**config.mk**
```make
export PLATFORM = sky130hd
export DESIGN_NAME = alu_sequencer_flat
export DESIGN_NICKNAME = d
export VERILOG_FILES = /design/src/rtl/alu_sequencer_pkg.sv /design/src/rtl/alu_sequencer_if.sv /design/src/rtl/alu_seq_operand_regs.sv /design/src/rtl/alu_sequencer.sv /design/src/flat_wrapper.sv
export SDC_FILE = /design/constraint.sdc
export NUM_CORES = 1
export LEC_CHECK = 0
export ABC_AREA = 0
export BUFFER_PORTS_ARGS = -buffer_cell sky130_fd_sc_hd__buf_2
export CAP_MARGIN = 20
export CORE_UTILIZATION = 45
export CTS_CLUSTER_SIZE = 30
export DETAILED_ROUTE_END_ITERATION = 10
export PLACE_DENSITY = 0.73
export RECOVER_POWER = 50
export SLEW_MARGIN = 10
export SYNTH_ARGS = -nofsm -noshare
export SYNTH_HDL_FRONTEND = slang
export SYNTH_SLANG_ARGS = --single-unit
```
**constraint.sdc**
```tcl
create_clock -name clk -period 1.6 [get_ports clk]
set_clock_uncertainty 0.05 [all_clocks]
set_input_delay 0.32 -clock clk [delete_from_list [all_inputs] [get_ports clk]]
set_output_delay 0.32 -clock clk [all_outputs]
set_load 0.02 [all_outputs]
```
**src/rtl/alu_sequencer_pkg.sv**
```systemverilog
// Shared definitions for the byte-serial ALU sequencer: FSM states,
// command byte indices and the ALU opcodes used by callers.
package alu_sequencer_pkg;

  typedef enum logic [1:0] {
    COLLECT = 2'd0,
    ISSUE   = 2'd1,
    SEND_LO = 2'd2,
    SEND_HI = 2'd3
  } seq_state_t;

  localparam logic [2:0] IDX_OPCODE = 3'd0;
  localparam logic [2:0] IDX_A_LOW  = 3'd1;
  localparam logic [2:0] IDX_A_HIGH = 3'd2;
  localparam logic [2:0] IDX_B_LOW  = 3'd3;
  localparam logic [2:0] IDX_B_HIGH = 3'd4;

  localparam logic [7:0] ALU_ADD = 8'h01;
  localparam logic [7:0] ALU_SUB = 8'h02;
  localparam logic [7:0] ALU_EQ  = 8'h0A;

endpackage

```
**src/rtl/alu_sequencer_if.sv**
```systemverilog
// Byte-wide command input stream and result output stream of the sequencer.
interface alu_sequencer_if;
  logic [7:0] in_data;
  logic       in_valid;
  logic       in_ready;
  logic       in_abort;
  logic [7:0] out_data;
  logic       out_valid;
  logic       out_ready;
  logic       out_overf;
  logic       out_zero;

  modport slave (
    input  in_data, in_valid, in_abort, out_ready,
    output in_ready, out_data, out_valid, out_overf, out_zero
  );

  modport master (
    output in_data, in_valid, in_abort, out_ready,
    input  in_ready, out_data, out_valid, out_overf, out_zero
  );
endinterface

```
**src/rtl/alu_seq_operand_regs.sv**
```systemverilog
// Write-indexed bank for opcode and operand bytes, with the byte counter
// and abort handling of a partially collected command.
module alu_seq_operand_regs
  import alu_sequencer_pkg::*;
#(
  parameter bit ABORT_EN = 1'b1
) (
  input  logic       clk,
  input  logic       reset_n,
  input  logic       collect,
  input  logic [7:0] in_data,
  input  logic       in_valid,
  input  logic       in_abort,
  output logic [7:0] operation,
  output logic [7:0] a_low,
  output logic [7:0] a_high,
  output logic [7:0] b_low,
  output logic [7:0] b_high,
  output logic [2:0] byte_count,
  output logic       last_byte
);

  logic abort;
  logic accept;

  // Abort beats a simultaneous byte: the byte is dropped, not stored.
  assign abort     = ABORT_EN && collect && in_abort;
  assign accept    = collect && in_valid && !abort;
  assign last_byte = accept && (byte_count == IDX_B_HIGH);

  always_ff @(posedge clk or negedge reset_n) begin
    if (!reset_n) begin
      operation  <= '0;
      a_low      <= '0;
      a_high     <= '0;
      b_low      <= '0;
      b_high     <= '0;
      byte_count <= '0;
    end else if (abort) begin
      byte_count <= '0;
    end else if (accept) begin
      case (byte_count)
        IDX_OPCODE: operation <= in_data;
        IDX_A_LOW:  a_low     <= in_data;
        IDX_A_HIGH: a_high    <= in_data;
        IDX_B_LOW:  b_low     <= in_data;
        IDX_B_HIGH: b_high    <= in_data;
        default:    ;
      endcase
      byte_count <= last_byte ? '0 : byte_count + 3'd1;
    end
  end

endmodule

```
**src/rtl/alu_sequencer.sv**
```systemverilog
// Byte-serial front end for the 16-bit ALU: collects a command, holds the
// operands for a settle time, captures the result and streams it back.
module alu_sequencer
  import alu_sequencer_pkg::*;
#(
  parameter int unsigned SETTLE_CYCLES = 1,
  parameter bit          ABORT_EN      = 1'b1
) (
  input  logic             clk,
  input  logic             reset_n,
  alu_sequencer_if.slave   bus,
  output logic [7:0]       alu_operation,
  output logic [7:0]       alu_a_low,
  output logic [7:0]       alu_a_high,
  output logic [7:0]       alu_b_low,
  output logic [7:0]       alu_b_high,
  input  logic [7:0]       alu_res_low,
  input  logic [7:0]       alu_res_high,
  input  logic             alu_overf,
  output logic             busy
);

  generate
    if (SETTLE_CYCLES < 1 || SETTLE_CYCLES > 15) begin : g_bad_settle
      $error("alu_sequencer: SETTLE_CYCLES must be in 1..15");
    end
  endgenerate

  seq_state_t  state;
  logic [3:0]  settle;
  logic        settle_run;
  logic [15:0] result;
  logic        overf_q;
  logic        zero_q;
  logic [2:0]  byte_count;
  logic        last_byte;
  logic        collect;

  assign collect = (state == COLLECT);

  alu_seq_operand_regs #(
    .ABORT_EN (ABORT_EN)
  ) u_operand_regs (
    .clk        (clk),
    .reset_n    (reset_n),
    .collect    (collect),
    .in_data    (bus.in_data),
    .in_valid   (bus.in_valid),
    .in_abort   (bus.in_abort),
    .operation  (alu_operation),
    .a_low      (alu_a_low),
    .a_high     (alu_a_high),
    .b_low      (alu_b_low),
    .b_high     (alu_b_high),
    .byte_count (byte_count),
    .last_byte  (last_byte)
  );

  // The settle counter is loaded on the first ISSUE cycle, so capture lands
  // SETTLE_CYCLES+1 clocks after the last command byte.
  always_ff @(posedge clk or negedge reset_n) begin
    if (!reset_n) begin
      state      <= COLLECT;
      settle     <= '0;
      settle_run <= 1'b0;
      result     <= '0;
      overf_q    <= 1'b0;
      zero_q     <= 1'b0;
    end else begin
      case (state)
        COLLECT: begin
          if (last_byte) begin
            state      <= ISSUE;
            settle_run <= 1'b0;
          end
        end
        ISSUE: begin
          if (!settle_run) begin
            settle_run <= 1'b1;
            settle     <= 4'(SETTLE_CYCLES - 1);
          end else if (settle == '0) begin
            result  <= {alu_res_high, alu_res_low};
            overf_q <= alu_overf;
            zero_q  <= ({alu_res_high, alu_res_low} == 16'h0000);
            state   <= SEND_LO;
          end else begin
            settle <= settle - 4'd1;
          end
        end
        SEND_LO: if (bus.out_ready) state <= SEND_HI;
        SEND_HI: if (bus.out_ready) state <= COLLECT;
        default: state <= COLLECT;
      endcase
    end
  end

  assign bus.in_ready  = collect;
  assign bus.out_valid = (state == SEND_LO) || (state == SEND_HI);
  assign bus.out_data  = (state == SEND_HI) ? result[15:8] : result[7:0];
  assign bus.out_overf = overf_q;
  assign bus.out_zero  = zero_q;
  assign busy          = !(collect && (byte_count == IDX_OPCODE));

endmodule
```
**src/flat_wrapper.sv**
```systemverilog
// flat-port wrapper written by rule: the top's interface ports become plain ports
module alu_sequencer_flat import alu_sequencer_pkg::*;
#(
  parameter int unsigned SETTLE_CYCLES = 1,
  parameter bit          ABORT_EN      = 1'b1
)
  (clk, reset_n, alu_operation, alu_a_low, alu_a_high, alu_b_low, alu_b_high, alu_res_low, alu_res_high, alu_overf, busy, bus_in_data, bus_in_valid, bus_in_abort, bus_out_ready, bus_in_ready, bus_out_data, bus_out_valid, bus_out_overf, bus_out_zero);
  alu_sequencer_if bus_i ();
  input  logic clk;
  input  logic reset_n;
  output logic [7:0] alu_operation;
  output logic [7:0] alu_a_low;
  output logic [7:0] alu_a_high;
  output logic [7:0] alu_b_low;
  output logic [7:0] alu_b_high;
  input  logic [7:0] alu_res_low;
  input  logic [7:0] alu_res_high;
  input  logic alu_overf;
  output logic busy;
  input wire logic [$bits(bus_i.in_data)-1:0] bus_in_data;
  input wire logic [$bits(bus_i.in_valid)-1:0] bus_in_valid;
  input wire logic [$bits(bus_i.in_abort)-1:0] bus_in_abort;
  input wire logic [$bits(bus_i.out_ready)-1:0] bus_out_ready;
  output wire logic [$bits(bus_i.in_ready)-1:0] bus_in_ready;
  output wire logic [$bits(bus_i.out_data)-1:0] bus_out_data;
  output wire logic [$bits(bus_i.out_valid)-1:0] bus_out_valid;
  output wire logic [$bits(bus_i.out_overf)-1:0] bus_out_overf;
  output wire logic [$bits(bus_i.out_zero)-1:0] bus_out_zero;
  assign bus_i.in_data = bus_in_data;
  assign bus_i.in_valid = bus_in_valid;
  assign bus_i.in_abort = bus_in_abort;
  assign bus_i.out_ready = bus_out_ready;
  assign bus_in_ready = bus_i.in_ready;
  assign bus_out_data = bus_i.out_data;
  assign bus_out_valid = bus_i.out_valid;
  assign bus_out_overf = bus_i.out_overf;
  assign bus_out_zero = bus_i.out_zero;
  alu_sequencer #(.SETTLE_CYCLES(SETTLE_CYCLES), .ABORT_EN(ABORT_EN)) u_core (.clk(clk), .reset_n(reset_n), .bus(bus_i), .alu_operation(alu_operation), .alu_a_low(alu_a_low), .alu_a_high(alu_a_high), .alu_b_low(alu_b_low), .alu_b_high(alu_b_high), .alu_res_low(alu_res_low), .alu_res_high(alu_res_high), .alu_overf(alu_overf), .busy(busy));
endmodule
```
== Word-level counts from Yosys, hierarchy flattened ==
Index checks and enable logic that the tools add are counted.
W data, S select, Z words.

* Bits in registers: 68
* Input bits: 30
* Output and inout bits: 53
* Word-level logic and storage cells: 65

* Add/subtract/negate cells: 2
* Equality and inequality tests: 13
* Mux-type cells: 14
* Bitwise operators: 1
* Reductions and logical operators: 23

{| class="wikitable"
|+ Operators by type and width
! cell !! number
|-
| $reduce_and A3 Y1 || 6
|-
| $logic_not A16 Y1 || 1
|-
| $mux W2 || 5
|-
| $mux W3 || 3
|-
| $mux W4 || 2
|-
| $mux W8 || 1
|-
| $ne A2 B2 Y1 const B || 4
|-
| $pmux W2 S4 || 1
|-
| $eq A3 B2 Y1 const B || 2
|-
| $logic_and A1 B1 Y1 || 5
|-
| $reduce_and A5 Y1 || 1
|-
| $eq A2 B2 Y1 const B || 2
|-
| $logic_not A4 Y1 || 1
|-
| $ne A2 B1 Y1 const B || 2
|-
| $reduce_and A2 Y1 || 2
|-
| $reduce_bool A2 Y1 || 2
|-
| $sub A4 B1 Y4 const B || 1
|-
| $add A3 B1 Y3 const B || 1
|-
| $eq A3 B1 Y1 const B || 1
|-
| $eq A3 B3 Y1 const B || 1
|-
| $logic_not A3 Y1 || 1
|-
| $eq A2 B1 Y1 const B || 1
|-
| $logic_not A1 Y1 || 2
|-
| $logic_not A2 Y1 || 1
|-
| other kinds (4) || 4
|}

== Longest topological paths before layout ==
Gate-level depths: netlist of run 1.

* Word-level depth: 8
* Depth in mapped cells: 6
* Gate-level depth less buffers: 5

== Modules after synthesis ==
Synthesis of run 1 repeated with hierarchy kept, for this count alone.

* Cell total of the unflattened synthesis: 210
* Area total of the unflattened synthesis: 3056.7 µm²

{| class="wikitable"
|+ Modules (own cells, without submodules)
! module !! instances !! cells each !! area an instance (µm²)
|-
| alu_seq_operand_regs || 1 || 114 || 1784.2
|-
| alu_sequencer || 1 || 96 || 1272.5
|}

== Worst setup path before layout of run 1 ==
No wires, ideal clock.

* Path type: reg-to-reg
* Start point: reg u_core.state[0]
* End point: reg u_core.u_operand_regs.b_high[0]
* Setup time: 0.125 ns
* Arrival time: 1.811 ns
* Slack: -0.386 ns
* Cell stages (with the launch flop): 7
* Path buffers: 1
* Clock period less this slack: 1.986 ns
* Cells stage by stage: dfrtp_1 > inv_1 > ha_1 > buf_4 > and2_4 > nor3b_4 > mux2_2

* Longest elaborated chain between the ends: 5

{| class="wikitable"
|+ RTL lines
! what !! RTL line !! RTL
|-
| from (decl) || alu_sequencer.sv:29 || <nowiki>seq_state_t state;</nowiki>
|-
| from (signal assigned) || alu_sequencer.sv:63 || <nowiki>state <= COLLECT;</nowiki>
|-
| from (signal assigned) || alu_sequencer.sv:73 || <nowiki>state <= ISSUE;</nowiki>
|-
| from (signal assigned) || alu_sequencer.sv:85 || <nowiki>state <= SEND_LO;</nowiki>
|-
| $logic_not A2 Y1 * || alu_sequencer.sv:39 || <nowiki>assign collect = (state == COLLECT);</nowiki>
|-
| net bus_in_ready || flat_wrapper.sv:24 || <nowiki>output wire logic [$bits(bus_i.in_ready)-1:0] bus_in_ready;</nowiki>
|-
| $logic_and A1 B1 Y1 || alu_seq_operand_regs.sv:27 || <nowiki>assign abort = ABORT_EN && collect && in_abort;</nowiki>
|-
| $logic_not A1 Y1 || alu_seq_operand_regs.sv:28 || <nowiki>assign accept = collect && in_valid && !abort;</nowiki>
|-
| $logic_and A1 B1 Y1 || alu_seq_operand_regs.sv:28 ||
|-
| $reduce_and A3 Y1 (no line) * || - ||
|-
| to (signal assigned) || alu_seq_operand_regs.sv:47 || <nowiki>IDX_B_HIGH: b_high <= in_data;</nowiki>
|-
| to (decl) || alu_seq_operand_regs.sv:18 || <nowiki>output logic [7:0] b_high,</nowiki>
|}

The timed path passes the listed nets; every way through them passes the cells marked *.
A chain may end at the register's enable or synchronous reset.

== Worst setup path after layout of run 1 ==
* Start point: reg u_core.state[1]
* End point: out bus_out_data[5]

* Longest elaborated chain between the ends: 2

{| class="wikitable"
|+ RTL lines
! what !! RTL line !! RTL
|-
| $eq A2 B2 Y1 || alu_sequencer.sv:99 || <nowiki>assign bus.out_data = (state == SEND_HI) ? result[15:8] : result[7:0];</nowiki>
|-
| $mux W8 || alu_sequencer.sv:99 ||
|-
| to (decl) || flat_wrapper.sv:25 || <nowiki>output wire logic [$bits(bus_i.out_data)-1:0] bus_out_data;</nowiki>
|}

No other way between the ends.

==> results of run 1 <==
synth_stat cells, types with 2 or more instances:
cell	count	area [um2]
a21oi_1	2	10.01
and4bb_1	2	25.02
dfrtp_1	68	1702
ha_1	11	137.6
inv_1	10	37.54
mux2_2	56	630.6
mux2_4	9	135.1
nand2_1	3	11.26
nand2_2	4	25.02
nand2b_1	2	12.51
nor2_1	2	7.510
nor4_1	4	25.02
o21ai_0	4	20.02
o22ai_1	3	18.77
o31ai_1	2	15.01
registers in the layout, indices dropped and copies added (netlist names):
| register | flops |
|---|---|
| u_core.u_operand_regs.a_low | 8 |
| u_core.u_operand_regs.byte_count | 3 |
| u_core.settle | 4 |
| u_core.u_operand_regs.b_high | 8 |
| u_core.settle_run | 1 |
| u_core.bus.out_overf | 1 |
| u_core.u_operand_regs.a_high | 8 |
| u_core.u_operand_regs.operation | 8 |
| u_core.result | 16 |
| u_core.state | 2 |
| u_core.bus.out_zero | 1 |
| u_core.u_operand_regs.b_low | 8 |
metrics by stage:
stage | TNS, ns | total power (W) | cell area, um2
4_1_cts | -10.91 | 0.009410 | 4467
3_3_place_gp | -2.384 | 0.006641 | 3737
3_5_place_dp | -3.963 | 0.006760 | 3737
5_1_grt | -15.50 | 0.01058 | 4653
2_1_floorplan | -3.106 | 0.005363 | 3064
6_report | -12.32 | 0.01008 | 4653
area by class of cell:
cell class	count	area, um2
clock inverters	4	48.80
multi-input cells	130	1658
inverters	10	46.29
clock buffers	12	145.1
fillers	439	1769
well taps	77	96.34
flip-flops and latches	68	1704
repair buffers	129	954.7
final timing paths:
kind	start	to	depth (start not counted)
max reg2reg	u_core.state[1]	u_core.state[1]	6
min in group asynchronous	reset_n	u_core.u_operand_regs.b_high[4]	3
min reg2reg	u_core.u_operand_regs.a_high[2]	u_core.u_operand_regs.a_high[2]	1
min	alu_overf	u_core.bus.out_overf	2
max in group asynchronous	reset_n	u_core.state[0]	3
max	u_core.state[1]	bus_out_data[5]	4
per-layer routing:
metal  vias to the layer above  wire [um]  share of wire, %  global-route usage, %
met1                      1169       3551                45                  31.38
met4                         0        151               1.9                  7.053
met3                        16        365               4.6                  4.425
li1                       1038          -                 -                      -
met2                        64       3837                49                  35.92
met5                         -          0                 0                      0
power groups by stage:
stage | sequential [W] | combinational (W) | clock, W
final | 0.00295 | 0.00572 | 0.00141
after global routing | 0.00303 | 0.00604 | 0.00151
after CTS | 0.00292 | 0.00507 | 0.00142
after detailed placement | 0.00290 | 0.00386 | 0
after global placement | 0.00287 | 0.00377 | 0
after floorplan | 0.00335 | 0.00201 | 0
timing repair:
| item | CTS | global route |
|---|---|---|
| endpoints found under the setup margin | 70 | 77 |
| pin swaps | 11 | 15 |
| hold endpoints to repair | 68 | 0 |
| resized for setup | 88 | 31 |
| cloned | 3 | 3 |
| hold buffers | 1 | 0 |
| buffers inserted | 12 | 12 |
worst register-to-register path, stage by stage (launching register included):
cell	delay (ns)
dfrtp_2	0.46
ha_4	0.20
buf_4	0.13
buf_6	0.11
o21ba_4	0.22
a221oi_4	0.23
mux2_4	0.33
kinds of logic (layout without fill, tap and decap cells):
| kind of cell | after synthesis | count (layout) | share of synthesized area [%] |
|---|---|---|---|
| flip-flops | 68 | 68 | 56.06 |
| multiplexers | 67 | 67 | 25.93 |
| AND/OR/NAND/NOR | 28 | 31 | 6.719 |
| AO/OA/AOI/OAI | 21 | 21 | 4.741 |
| buffers and inverters | 13 | 155 | 2.020 |
| adder cells (fa/ha/maj) | 11 | 11 | 4.534 |
==> impl_metrics.json, run 1 <==
{
  "finish.utilization_pct": 72.45,
  "critPathMaxStageDelay_ns": 0.44,
  "synth_cell_types": 41,
  "hold_viol": 0,
  "worstPathMaxFanout": 5,
  "cts_htree_levels": 3,
  "root_buffer": "clkbuf_8",
  "maxSlewViolCount": 0,
  "synth_edf_count": 0,
  "critPathCaptureType": "output port",
  "rsz0062_at_grt": "yes",
  "fmax_mhz": 515.3,
  "vias": 2287,
  "pre_cts_slack_ns": -0.1763,
  "min_path_type": "input port to flop",
  "layout_commonest_cell": "buf_2",
  "yosysSeqAreaShare_pct": 56.06,
  "maxSlewHeadroom_pct": 42.32,
  "nets": 389,
  "start_kind": "flop",
  "power_density_mw_per_mm2": 2165,
  "layout_common_cells": "buf_2, dfrtp_1, mux2_4",
  "crit_buf_inv": 2,
  "period_share_pct": 121.3,
  "vias_per_cell": 5.319,
  "p_sw_share_pct": 37.32,
  "synth_area_mm2": 0.003035,
  "portBuffers": 82,
  "rows": 29,
  "fp.dieW_um": 84.13,
  "r2r_setup_slack_ns": -0.24,
  "path_clk_slew_ns": 0.08,
  "grt_max_degree": 69,
  "synth_seq_cells": 68,
  "firstDrtPassIters": 7,
  "antenna_found_initial": 0,
  "fin_hold_ws_ns": 0.1828,
  "core_mm2": 0.006422,
  "grt_pass1_vias": 2333,
  "gp_congestion": 0.7593,
  "cts_made_buffers": 9,
  "crit_chain": "ha_4 -> buf_6 -> mux2_2 -> buf_6",
  "area_growth_pct": 53.30,
  "cts.sinks": 68,
  "grt_pass1_wl_um": 12160,
  "ios": 83,
  "post_drt_wl_per_cell_um": 18.39,
  "crit_path_frequent_cell": "buf_6",
  "fin_ws_ns": -0.3406,
  "combPwrFrac_pct": 56.8,
  "drc": 6,
  "drtIter0Drc": 75,
  "status": "complete, but fails checks",
  "post-route-min-period_ns": 1.941,
  "die_area_mm2": 0.007078,
  "start_util_pct": 47.26,
  "required_ns": 1.23,
  "intPower_w": 0.006315,
  "grt_overflow_total": 0,
  "path_class": "flop to output port",
  "ys_warn_count": 0,
  "synth_cells": 208,
  "dp_hpwl_um": 4562,
  "syn_nets": 249,
  "grt_use_total_pct": 22.54,
  "violations": "DRC, setup timing",
  "drive_above_1_share_pct": 68.84,
  "max_slew.worst_pin.slew_ns": 0.8652,
  "p_sw_w": 0.003760,
  "clockBufferDepth": 2,
  "cts_tree": "done",
  "clk_latency_ns": 0.34,
  "p_leak_nw": 2.373,
  "vdd_drop_max_uv": 1387,
  "postSynthAreaPerCell_um2": 14.59,
  "crit_family": "flip-flops",
  "n_antenna_cell": 0,
  "max_cap_viol_count": 0,
  "clockPowerShare_pct": 14.0,
  "layout.cells.non_filler": 430,
  "slowest_stage": "dfrtp_2",
  "drt_wl_total_um": 7907,
  "die_h_um": 84.13,
  "postRouteAntennaNets": 0,
  "setup-violations-final": 76,
  "synthFlopType": "dfrtp_1",
  "cp_data_arrival_time_ns": 1.57,
  "dpl.cell_count": 387,
  "power_frac_seq_pct": 29.2,
  "async_flop_share_pct": 100.0
}
(Power assumes the default switching activity.)
==> inputs of run 2 (changes only) <==
--- a/config.mk
+++ b/config.mk
@@ -16,4 +16,5 @@
 export SLEW_MARGIN = 10
 export SYNTH_ARGS = -nofsm -noshare
 export SYNTH_HDL_FRONTEND = slang
+export SYNTH_HIERARCHICAL = 1
 export SYNTH_SLANG_ARGS = --single-unit
==> impl_metrics.json, run 2 <==
{
  "drive_above_1_share_pct": 66.86,
  "synthFlopType": "dfrtp_1",
  "async_flop_share_pct": 100.0,
  "synth_area_mm2": 0.003057,
  "clockBufferDepth": 2,
  "grt_overflow_total": 0,
  "netlist.area_leader.share_pct": 55.67,
  "period_share_pct": 123.9,
  "post_dp_cell_area_mm2": 0.003784,
  "critPathMaxStageDelay_ns": 0.40,
  "rsz0062_at_grt": "yes",
  "yosysMostFrequentCell": "dfrtp_1",
  "vdd_drop_max_uv": 1254,
  "largest_reg_flops": 16,
  "postRouteAntennaNets": 0,
  "p_leak_nw": 2.322,
  "synth_seq_cells": 68,
  "maxSlewViolCount": 0,
  "synth_cells": 210,
  "cts_tree": "done",
  "max_cap_viol_count": 0,
  "cp_data_arrival_time_ns": 1.61,
  "path_clk_slew_ns": 0.07,
  "crit_chain": "inv_2 -> buf_4 -> ha_1 -> or2_2 -> buf_2",
  "regMostFlops": "u_core/result",
  "cts_made_buffers": 9,
  "fin_ws_ns": -0.3819,
  "power_density_mw_per_mm2": 2040,
  "post-route-min-period_ns": 1.982,
  "fmax_mhz": 504.6,
  "n_antenna_cell": 0,
  "grt_use_total_pct": 20.16,
  "layout_common_cells": "buf_2, dfrtp_1, mux2_4",
  "hp-start": "alu_overf",
  "synth_edf_count": 0,
  "grt_pass1_vias": 2225,
  "fp.dieW_um": 84.42,
  "firstDrtPassIters": 10,
  "die_h_um": 84.42,
  "synth_cell_types": 37,
  "syn_nets": 250,
  "path_class": "flop to output port",
  "start_util_pct": 47.33,
  "pre_cts_slack_ns": -0.2259,
  "nets": 379,
  "clk_latency_ns": 0.34,
  "grt_max_degree": 69,
  "grt_pass1_wl_um": 11200,
  "cts_htree_levels": 3,
  "startpoint": "u_core/state[0]",
  "vias": 2161,
  "slowest_stage": "dfrtp_1",
  "drt_wl_total_um": 6862,
  "yosys-top-cells-count": "dfrtp_1, mux2_2, mux2_1",
  "crit_family": "flip-flops",
  "ios": 83,
  "postSynthAreaPerCell_um2": 14.56,
  "drtIter0Drc": 100,
  "required_ns": 1.23,
  "status": "complete, but fails checks",
  "die_area_mm2": 0.007126,
  "ys_warn_count": 6,
  "antenna_found_initial": 0,
  "area_growth_pct": 46.46,
  "r2r-start": "u_core/state[0]",
  "gp_congestion": 0.7580,
  "max_slew.worst_pin.slew_ns": 0.9011,
  "hold_viol": 0,
  "layout_commonest_cell": "buf_2",
  "maxSlewHeadroom_pct": 39.93,
  "min_path_type": "input port to flop",
  "yosys-top-cells-area": "dfrtp_1, mux2_2, mux2_1",
  "crit_buf_inv": 3,
  "portBuffers": 82,
  "start_kind": "flop",
  "critPathCaptureType": "output port",
  "root_buffer": "clkbuf_8",
  "core_mm2": 0.006459,
  "cts.sinks": 68,
  "yosysSeqAreaShare_pct": 55.67,
  "rows": 29,
  "finish.utilization_pct": 69.31,
  "vias_per_cell": 5.133,
  "worstPathMaxFanout": 3,
  "setup-violations-final": 67,
  "post_drt_wl_per_cell_um": 16.30,
  "violations": "DRC, setup timing",
  "dp_hpwl_um": 4309,
  "drc": 8,
  "yosysTopAreaCell": "dfrtp_1",
  "design_area_mm2": 0.004477
}
run 2: routing by layer:
layer / track usage [%] / part of all wire (%)
met5: 0 / 0
met3: 6.686 / 5.6
met1: 27.58 / 45
met2: 31.74 / 49
met4: 4.160 / 0.44
run 2: timing repair:
item,4_1_cts,5_1_grt
pin swaps,9,9
hold endpoints to repair,68,0
gates resized for setup,76,24
hold buffers,1,0
buffers inserted,10,5
cloned,1,0
endpoints found under the setup margin,70,77
run 2: final cells by class:
cell class	count	area [um2]
clock buffers	9	123.9
multi-input cells	125	1555
inverters	14	52.55
clock inverters	7	76.32
fillers	444	1982
well taps	77	96.34
repair buffers	121	870.8
flip-flops and latches	68	1702
run 2: worst paths after layout:
kind	slack, ns	to	cells after the start
worst min register to register	0.45	u_core/u_operand_regs/a_high[6]	1
max in group asynchronous	0.21	u_core/settle[3]	3
worst max register to register	-0.32	u_core/state[1]	8
worst max-delay path	-0.38	bus_out_valid	5
worst min-delay path	0.18	u_core/bus.out_overf	2
min in group asynchronous	0.70	u_core/u_operand_regs/a_high[5]	3
run 2: kinds of logic (layout without fill, tap and decap cells):
kind of cell             count (synthesis)  count (layout)  share of synthesized area [%]
AO/OA/AOI/OAI                           18              18                          4.257
adder cells (fa/ha/maj)                 10              10                          4.093
buffers and inverters                   17             151                          2.620
flip-flops                              68              68                          55.67
multiplexers                            68              68                          25.95
AND/OR/NAND/NOR                         29              29                          7.409
run 2: worst reg2reg max path: stages, from the launching register on:
cell	delay [ns]
dfrtp_1	0.41
inv_2	0.10
ha_4	0.15
and3b_2	0.22
nand3_4	0.10
inv_2	0.09
inv_2	0.04
a221oi_4	0.33
mux2_4	0.33
run 2: where the power goes:
part / switching, W / leakage, nW / internal [W]
combinational: 0.00223 / 1.37 / 0.00263
sequential: 0.000418 / 0.861 / 0.00245
clock: 0.000674 / 0.0958 / 0.000727
run 2: stage by stage:
step	hold WS (ns)	instances	power (W)	TNS, ns
3_5_place_dp	0.3195	393	0.006607	-6.548
5_1_grt	0.1597	421	0.009705	-13.06
2_1_floorplan	-0.02559	210	0.005207	-3.285
3_3_place_gp	0.3200	393	0.006500	-4.877
4_1_cts	0.1601	420	0.009038	-9.895
6_report	0.1772	421	0.009135	-9.632
==> inputs of run 3 (changes only) <==
--- a/config.mk
+++ b/config.mk
@@ -7,11 +7,12 @@
 export LEC_CHECK = 0
 export ABC_AREA = 0
 export BUFFER_PORTS_ARGS = -buffer_cell sky130_fd_sc_hd__buf_2
-export CAP_MARGIN = 20
+export CAP_MARGIN = 0
+export CORE_ASPECT_RATIO = 0.8
 export CORE_UTILIZATION = 45
 export CTS_CLUSTER_SIZE = 30
 export DETAILED_ROUTE_END_ITERATION = 10
-export PLACE_DENSITY = 0.73
+export PLACE_DENSITY = 0.7
 export RECOVER_POWER = 50
 export SLEW_MARGIN = 10
 export SYNTH_ARGS = -nofsm -noshare
==> constraint.sdc (replaced) <==
create_clock -name clk -period 2.2 [get_ports clk]
set_clock_uncertainty 0.05 [all_clocks]
set_input_delay 0.44 -clock clk [delete_from_list [all_inputs] [get_ports clk]]
set_output_delay 0.44 -clock clk [all_outputs]
set_load 0.02 [all_outputs]
==> impl_metrics.json, run 3 (same netlist as run 2, synthesis figures left out) <==
{
  "design_area_mm2": 0.003809,
  "p_leak_nw": 1.899,
  "cts_tree": "done",
  "maxSlewViolCount": 0,
  "cts_htree_levels": 3,
  "area_growth_pct": 24.60,
  "clk_latency_ns": 0.33,
  "n_antenna_cell": 0,
  "power_density_mw_per_mm2": 1463,
  "grt_pass1_vias": 1913,
  "gp_congestion": 0.7901,
  "startpoint": "u_core/state[1]",
  "max_slew.worst_pin.slew_ns": 1.155,
  "cp_data_arrival_time_ns": 1.60,
  "postRouteAntennaNets": 0,
  "drive_above_1_share_pct": 47.45,
  "fp.dieW_um": 94.15,
  "critPathCaptureType": "output port",
  "hold_viol": 0,
  "firstDrtPassIters": 4,
  "regMostFlops": "u_core/result",
  "largest_reg_flops": 16,
  "grt_pass1_wl_um": 9363,
  "min_path_type": "input port to async pin",
  "die_area_mm2": 0.007128,
  "cts.sinks": 68,
  "path_class": "flop to output port",
  "portBuffers": 82,
  "nets": 349,
  "drc": 0,
  "root_buffer": "clkbuf_8",
  "layout_common_cells": "dfrtp_1, buf_2, mux2_2",
  "vias": 2043,
  "drtIter0Drc": 108,
  "status": "finished, final reports clean",
  "grt_use_total_pct": 17.95,
  "start_kind": "flop",
  "path_clk_slew_ns": 0.08,
  "layout_commonest_cell": "dfrtp_1",
  "post_dp_cell_area_mm2": 0.003602,
  "ios": 83,
  "vdd_drop_max_uv": 768.1,
  "dp_hpwl_um": 4245,
  "rsz0062_at_grt": "no",
  "die_h_um": 75.72,
  "maxSlewHeadroom_pct": 23.02,
  "core_mm2": 0.006474,
  "grt_overflow_total": 0,
  "grt_max_degree": 27,
  "required_ns": 1.71,
  "period_share_pct": 94.78,
  "max_cap_viol_count": 0,
  "setup-violations-final": 0,
  "antenna_found_initial": 0,
  "fmax_mhz": 479.6,
  "drt_wl_total_um": 6043,
  "clockBufferDepth": 2,
  "post_drt_wl_per_cell_um": 15.18,
  "r2r-start": "u_core/state[1]",
  "worstPathMaxFanout": 6,
  "rows": 26,
  "start_util_pct": 47.22,
  "vias_per_cell": 5.133,
  "cts_made_buffers": 9,
  "post-route-min-period_ns": 2.085,
  "fin_hold_ws_ns": 0.2513
}
## run 3: layout make-up
class,count,area (um2)
Timing Repair Buffer,91,446.7
Inverter,14,52.55
Multi-Input combinational cell,125,1304
Clock buffer,9,123.9
Sequential cell,68,1702
Clock inverter,7,75.07
Fill cell,548,2665
Tap cell,84,105.1
## run 3: metrics by stage
| step | setup TNS, ns | total power (W) | cells | utilization (%) | setup WS [ns] |
|---|---|---|---|---|---|
| finish | 0 | 0.005571 | 398 | 58.83 | 0.1149 |
| global route | 0 | 0.005930 | 398 | 58.83 | 0.04961 |
| CTS | -0.1007 | 0.005569 | 393 | 58.91 | -0.1007 |
| global placement | 0 | 0.004426 | 377 | 55.64 | 0.2183 |
| detailed placement | 0 | 0.004490 | 377 | 55.64 | 0.1780 |
| floorplan | 0 | 0.003747 | 210 | - | 0.01725 |
## run 3: critical path, stage by stage, from the launching register on
cell and delay, ns:
dfrtp_1 0.41, inv_2 0.09, ha_4 0.15, or4b_4 0.46, buf_6 0.15
## run 3: what timing repair did
item | in CTS | in global routing
hold buffers | 0 | 0
gates resized for setup | 4 | 4
endpoints found under the setup margin | 9 | 9
buffers inserted | 0 | 5
pin swaps | 0 | 1
## run 3: per-layer routing
| layer | up-vias | wire, um | global-route usage (%) |
|---|---|---|---|
| met3 | 5 | 461 | 7.285 |
| met4 | 0 | 44 | 5.128 |
| met1 | 1000 | 2859 | 23.61 |
| met2 | 73 | 2677 | 27.62 |
| met5 | - | 0 | 0 |
| li1 | 965 | - | - |
## run 3: final timing paths
path / slack (ns) / endpoint / depth (start not counted)
min in group clk: 0.27 / u_core/bus.out_overf / 2
max in group asynchronous: 0.61 / u_core/result[6] / 2
worst max register to register: 0.25 / u_core/result[13] / 6
worst min-delay path: 0.25 / u_core/u_operand_regs/a_high[1] / 1
worst max-delay path: 0.11 / busy / 4
worst min register to register: 0.43 / u_core/result[9] / 1
## run 3: power breakdown
| part | total, W | switching [W] | internal [W] |
|---|---|---|---|
| combinational | 0.00245 | 0.00133 | 0.00112 |
| sequential | 0.00210 | 0.000315 | 0.00178 |
| clock | 0.00103 | 0.000498 | 0.000529 |
| total | 0.00557 | 0.00214 | 0.00343 |
